===== src/rtl/tick_scheduler_pkg.sv =====
// Shared definitions for the tick scheduler: FSM state encoding and
// default sizing constants.
package tick_sched_pkg;

  localparam int unsigned DEF_NREQ = 4;
  localparam int unsigned DEF_CW   = 4;

  typedef enum logic [1:0] {
    IDLE = 2'd0,
    RUN  = 2'd1,
    DONE = 2'd2
  } state_t;

endpackage


===== src/rtl/tick_scheduler_rr_arbiter.sv =====
// Stateless round-robin selector: scans the request vector starting at
// ptr and wrapping, reporting the first set index.
module rr_arbiter
  import tick_sched_pkg::*;
#(
  parameter int NREQ = DEF_NREQ,
  parameter int IW   = $clog2(NREQ)
) (
  input  logic [NREQ-1:0] req,
  input  logic [IW-1:0]   ptr,
  output logic [IW-1:0]   winner,
  output logic            valid
);

  // First requester at or after ptr, modulo NREQ.
  always_comb begin
    int unsigned idx;
    idx    = 0;
    winner = '0;
    valid  = 1'b0;
    for (int unsigned k = 0; k < NREQ; k++) begin
      idx = (int'(ptr) + k) % NREQ;
      if (!valid && req[idx]) begin
        valid  = 1'b1;
        winner = IW'(idx);
      end
    end
  end

endmodule


===== src/rtl/tick_scheduler.sv =====
// Shared-counter scheduler: grants one requester at a time, counts from 0
// up to the winner's sampled length, then pulses done with the winner id.
module tick_scheduler
  import tick_sched_pkg::*;
#(
  parameter int NREQ = DEF_NREQ,
  parameter int CW   = DEF_CW
) (
  input  logic                     clk,
  input  logic                     rst,
  input  logic [NREQ-1:0]          req,
  input  logic [NREQ*CW-1:0]       len,
  output logic [NREQ-1:0]          gnt,
  output logic                     busy,
  output logic [CW-1:0]            count,
  output logic                     done,
  output logic [$clog2(NREQ)-1:0]  done_id
);

  localparam int IW = $clog2(NREQ);

  state_t        state;
  logic [IW-1:0] ptr;
  logic [IW-1:0] owner;
  logic [CW-1:0] term;
  logic [IW-1:0] winner;
  logic          valid;
  logic [IW-1:0] next_ptr;

  rr_arbiter #(
    .NREQ (NREQ),
    .IW   (IW)
  ) u_arb (
    .req    (req),
    .ptr    (ptr),
    .winner (winner),
    .valid  (valid)
  );

  // Index just past the current winner, wrapping at NREQ.
  always_comb begin
    next_ptr = (winner == IW'(NREQ - 1)) ? '0 : winner + IW'(1);
  end

  // Scheduler FSM; the pointer advances at grant time so an abort also
  // moves priority past the aborted requester.
  always_ff @(posedge clk) begin
    if (rst) begin
      state   <= IDLE;
      gnt     <= '0;
      busy    <= 1'b0;
      count   <= '0;
      done    <= 1'b0;
      done_id <= '0;
      ptr     <= '0;
      owner   <= '0;
      term    <= '0;
    end else begin
      case (state)
        IDLE: begin
          done <= 1'b0;
          if (valid) begin
            gnt   <= NREQ'(1) << winner;
            term  <= len[int'(winner)*CW +: CW];
            owner <= winner;
            ptr   <= next_ptr;
            count <= '0;
            busy  <= 1'b1;
            state <= RUN;
          end
        end
        RUN: begin
          if (!req[owner]) begin
            gnt   <= '0;
            count <= '0;
            busy  <= 1'b0;
            state <= IDLE;
          end else if (count == term) begin
            gnt     <= '0;
            done    <= 1'b1;
            done_id <= owner;
            state   <= DONE;
          end else begin
            count <= count + CW'(1);
          end
        end
        DONE: begin
          done  <= 1'b0;
          busy  <= 1'b0;
          state <= IDLE;
        end
        default: begin
          gnt   <= '0;
          busy  <= 1'b0;
          done  <= 1'b0;
          state <= IDLE;
        end
      endcase
    end
  end

endmodule


===== config.mk =====
export PLATFORM = sky130hd
export DESIGN_NAME = tick_scheduler
export DESIGN_NICKNAME = d
export VERILOG_FILES = /design/src/rtl/tick_scheduler_pkg.sv /design/src/rtl/tick_scheduler_rr_arbiter.sv /design/src/rtl/tick_scheduler.sv
export SDC_FILE = /design/constraint.sdc
export NUM_CORES = 1
export LEC_CHECK = 0
export ABC_CLOCK_PERIOD_IN_PS = 1900
export CAP_MARGIN = 30
export CORE_MARGIN = 5
export CORE_UTILIZATION = 46
export DETAILED_ROUTE_END_ITERATION = 8
export PLACE_DENSITY = 0.78
export RECOVER_POWER = 25
export SLEW_MARGIN = 20
export SYNTH_ARGS = -nofsm -noshare
export SYNTH_HDL_FRONTEND = slang
export SYNTH_SLANG_ARGS = --single-unit

===== constraint.sdc =====
create_clock -name clk -period 1.9 [get_ports clk]
set_input_delay 0.19 -clock clk [delete_from_list [all_inputs] [get_ports clk]]
set_output_delay 0.19 -clock clk [all_outputs]
set_load 0.1 [all_outputs]

==> impl_results.html <==
<table>
<tr><th>Metric</th><th>Value</th></tr>
<tr><th colspan="2">CTS</th></tr>
<tr><td>Number of clock sinks</td><td>22</td></tr>
<tr><td>Setup fix buffers added after clock tree synthesis</td><td>0</td></tr>
<tr><td>Cell chosen for the clock root</td><td>clkbuf_4</td></tr>
<tr><td>Max Buffers Root-to-Sink</td><td>2</td></tr>
<tr><td>Inserted Clock Buffers</td><td>3</td></tr>
<tr><td>Clk slew on worst S/H paths</td><td>130 ps</td></tr>
<tr><td>H-tree Lvls</td><td>1</td></tr>
<tr><td>Later-pin clock latency in the skew report</td><td>310 ps</td></tr>
<tr><td>Clock tree from TritonCTS</td><td>yes</td></tr>
<tr><th colspan="2">Power</th></tr>
<tr><td>Post-layout power</td><td>1.46 mW</td></tr>
<tr><td>Power density over the cells</td><td>913 mW/mm²</td></tr>
<tr><td>Leakage power</td><td>0.653 nW</td></tr>
<tr><td>Max VDD drop</td><td>0.631 mV</td></tr>
<tr><th colspan="2">Worst setup path</th></tr>
<tr><td>Data required time of the critical path</td><td>2140 ps</td></tr>
<tr><td>WS Path Type</td><td>register to register</td></tr>
<tr><td>Worst setup EP type</td><td>register</td></tr>
<tr><td>Critical path startpoint category</td><td>register</td></tr>
<tr><td>Arrival time at the worst endpoint</td><td>2020 ps</td></tr>
<tr><td>Start of the worst register-to-register path</td><td>owner[1]$_SDFFE_PP0P_</td></tr>
<tr><td>Reg-to-reg setup timing slack</td><td>120 ps</td></tr>
<tr><td>FF-to-FF End</td><td>count[0]$_SDFFE_PP0P_</td></tr>
<tr><td>Biggest fanout along the worst timing path</td><td>9</td></tr>
<tr><td>R2r worst-path depth</td><td>5</td></tr>
<tr><th colspan="2">Layout</th></tr>
<tr><td>Number of nets in the finished design</td><td>202</td></tr>
<tr><td>Area overhead of the layout relative to synthesis</td><td>38.0%</td></tr>
<tr><td>Core Util, Final</td><td>65.7%</td></tr>
<tr><td>Fraction of layout cells with a size suffix above 1</td><td>24.2%</td></tr>
<tr><td>Antenna diode count</td><td>0</td></tr>
<tr><th colspan="2">Synth</th></tr>
<tr><td>Ys async rst share</td><td>0%</td></tr>
<tr><td>Synthesized area per cell</td><td>8.71 µm²</td></tr>
<tr><td>Synth top cells by count</td><td>22 x dfxtp_1, 18 x a21oi_1, 13 x nand2_1</td></tr>
<tr><td>Fraction of synthesized cell area taken by the top area cell type</td><td>38.0%</td></tr>
<tr><td>Yosys cell types</td><td>32</td></tr>
<tr><td>Leading post-synthesis cells by cell area</td><td>dfxtp_1 38%, a21oi_1 7.8%, mux2i_1 7.8%</td></tr>
<tr><td>Number of warnings reported in the yosys synthesis log</td><td>0</td></tr>
<tr><td>Synthesized flop and latch total</td><td>22</td></tr>
<tr><td>Post-synth net total</td><td>156</td></tr>
<tr><td>Most frequent cell after synthesis</td><td>dfxtp_1</td></tr>
<tr><td>Syn Std Cell Area</td><td>0.00116 mm²</td></tr>
<tr><td>Number of cells produced by synthesis</td><td>133</td></tr>
<tr><td>Sequential cell area fraction in the yosys report</td><td>38.0%</td></tr>
<tr><td>Dominant synthesized flop cell</td><td>dfxtp_1</td></tr>
<tr><td>EDFF count, synth</td><td>0</td></tr>
<tr><td>Library cell with the largest summed area after synthesis</td><td>dfxtp_1</td></tr>
<tr><th colspan="2">Die</th></tr>
<tr><td>Number of placement rows</td><td>18</td></tr>
<tr><td>Starting density of the core</td><td>47.6%</td></tr>
<tr><td>Floorplan die height</td><td>60.2 µm</td></tr>
<tr><td>Die width</td><td>60.2 µm</td></tr>
<tr><td>I/O pin count</td><td>34</td></tr>
<tr><td>Die area</td><td>0.00362 mm²</td></tr>
<tr><td>Area of the placeable core</td><td>0.00243 mm²</td></tr>
<tr><th colspan="2">Timing</th></tr>
<tr><td>RSZ-0062 raised after global routing</td><td>false</td></tr>
<tr><td>Maximum clock frequency</td><td>563 MHz</td></tr>
<tr><td>Final Cycle Share</td><td>93.5%</td></tr>
<tr><td>Worst relative slew slack</td><td>64.0%</td></tr>
<tr><td>Final Hold Vio Count</td><td>0</td></tr>
<tr><td>Slew Viols, Final</td><td>0</td></tr>
<tr><td>Final period demand of the worst path</td><td>1780 ps</td></tr>
<tr><td>Setup-violating endpoint count in the final report</td><td>0</td></tr>
<tr><td>Worst-margin pin slew</td><td>543 ps</td></tr>
<tr><td>Max Clock Skew</td><td>6.27 ps</td></tr>
<tr><td>Crit path setup slack, layout</td><td>124 ps</td></tr>
<tr><th colspan="2">Global route</th></tr>
<tr><td>Global route overflow</td><td>0</td></tr>
<tr><td>Total routing usage reported by global routing</td><td>17.4%</td></tr>
<tr><td>Fraction of met1 tracks used by global routing</td><td>20.5%</td></tr>
<tr><td>GR Util met2</td><td>30.7%</td></tr>
<tr><td>Layer with the highest usage after global routing</td><td>met2</td></tr>
<tr><td>First-pass GRT wire length</td><td>4.78 mm</td></tr>
<tr><td>Number of global-route vias before repair</td><td>1101</td></tr>
<tr><td>Number of antenna violations at the first check in global routing</td><td>0</td></tr>
<tr><td>Maximum number of pins on one net before global-route repair</td><td>13</td></tr>
<tr><td>Met3 track utilization from global routing</td><td>3.24%</td></tr>
<tr><th colspan="2">Detailed routing</th></tr>
<tr><td>Routed wire length per instance</td><td>13.1 µm</td></tr>
<tr><td>Final wirelength</td><td>2.73 mm</td></tr>
<tr><td>Post-route DRC</td><td>0</td></tr>
<tr><td>Vias</td><td>1128</td></tr>
<tr><td>First drt pass iteration count</td><td>4</td></tr>
<tr><td>Count of antenna-violating nets left after detailed routing</td><td>0</td></tr>
<tr><td>Post-DR vias/cell</td><td>5.42</td></tr>
<tr><td>Violation count after the first detailed-routing iteration</td><td>50</td></tr>
<tr><th colspan="2">Run status</th></tr>
<tr><td>Result of the run</td><td>complete, no violations</td></tr>
<tr><th colspan="2">Placement</th></tr>
<tr><td>Gp weighted congestion</td><td>0.835</td></tr>
<tr><td>Count of buffers from port buffering</td><td>33</td></tr>
<tr><td>Detailed Place HPWL</td><td>2.19 mm</td></tr>
<tr><td>Setup Slack @ Placement</td><td>-158 ps</td></tr>
<tr><th colspan="2">Min path</th></tr>
<tr><td>Worst hold-check path type</td><td>register to register</td></tr>
<tr><td>Worst hold path endpoint</td><td>done_id[0]$_SDFFE_PP0P_</td></tr>
<tr><td>Min-delay src</td><td>done_id[0]$_SDFFE_PP0P_</td></tr>
<tr><td>Worst hold stages</td><td>2</td></tr>
<tr><th colspan="2">Job</th></tr>
<tr><td>Number of max-cap violations</td><td>0</td></tr>
</table>
state kept, by name, indices dropped and copies added (netlist names):
name / count
state: 2
term: 4
done: 1
gnt: 4
done_id: 2
busy: 1
owner: 2
ptr: 2
count: 4
worst max-delay path, stage by stage, from the launching register on:
cell and delay [ps]:
dfxtp_2 380, mux4_2 560, nand2_4 110, o21ai_4 80, or4_1 410, a21oi_1 170
cell usage in the layout, fill, tap and decap left out, types with 2 or more instances in the layout:
cell type        Yosys  final
nand3_1              3      3
dfxtp_2              0      5
dfxtp_1             22     17
mux2i_1              9      9
a211oi_1             2      2
clkbuf_2             0      8
nand2b_1             3      3
xnor2_1              5      5
buf_4                0     18
inv_1                7      7
a21oi_1             18     18
nor3_1               2      2
a21o_1               2      2
clkbuf_4             0      3
o21ai_0              2      2
nor3_2               2      2
or3_1                7      7
o221ai_1             4      4
nand2_1             13     13
nor2_1               7      7
clkdlybuf4s50_1      0     21
nand3b_1             6      6
or4_1                2      2
layer usage:
metal  vias up  routed length, µm
li1        567                  -
met1       540               1200
met2        19               1410
met3         2                101
met4         0                 14
met5         -                  0
worst max-delay path by stage:
stage	end	slack (ps)	depth (start not counted)	startpoint
2_1_floorplan	done_id[0]$_SDFFE_PP0P_	120	5	count[0]$_SDFFE_PP0P_
3_3_place_gp	count[0]$_SDFFE_PP0P_	-100	6	req[0]
3_5_place_dp	term[1]$_SDFFE_PP0P_	-160	7	req[1]
4_1_cts	count[0]$_SDFFE_PP0P_	70	5	owner[1]$_SDFFE_PP0P_
5_1_grt	term[2]$_SDFFE_PP0P_	10	7	req[1]
6_report	count[0]$_SDFFE_PP0P_	120	5	owner[1]$_SDFFE_PP0P_
layout make-up:
cell class                      count  area, µm²
Inverter                            7       26.3
Sequential cell                    22        447
Multi-Input combinational cell     98        667
Fill cell                         217        833
Clock buffer                        4       36.3
Tap cell                           30       37.5
Timing Repair Buffer               47        385
cells by family after synthesis:
logic type	Yosys count	share of synthesized area, %
compound gates	33	18.8
xor+xnor	5	3.78
fa+ha+maj	1	1.08
buf+inv	13	4.43
flops	22	38.0
mux	10	9.72
simple gates	49	24.2
report_power, final:
part | internal, mW | switching, mW | total (mW) | leakage, nW
registers | 0.524 | 0.0564 | 0.581 | 0.183
clock network | 0.117 | 0.143 | 0.260 | 0.0210
logic | 0.247 | 0.374 | 0.620 | 0.450
per-stage QoR:
step                      hold WS [ps]  setup TNS, ps  area [µm²]  cells
after floorplan                    390              0        1160    133
after global placement             444           -627        1580    204
after detailed placement           452          -1270        1580    204
after CTS                          470              0        1620    208
after global routing               495              0        1600    208
final                              465              0        1600    208
timing repair:
action                                  CTS  global route
resized for setup                         0             1
hold buffers                              0             0
endpoints found under the setup margin    0             2
Note: power is estimated with default switching activity, not from simulation.
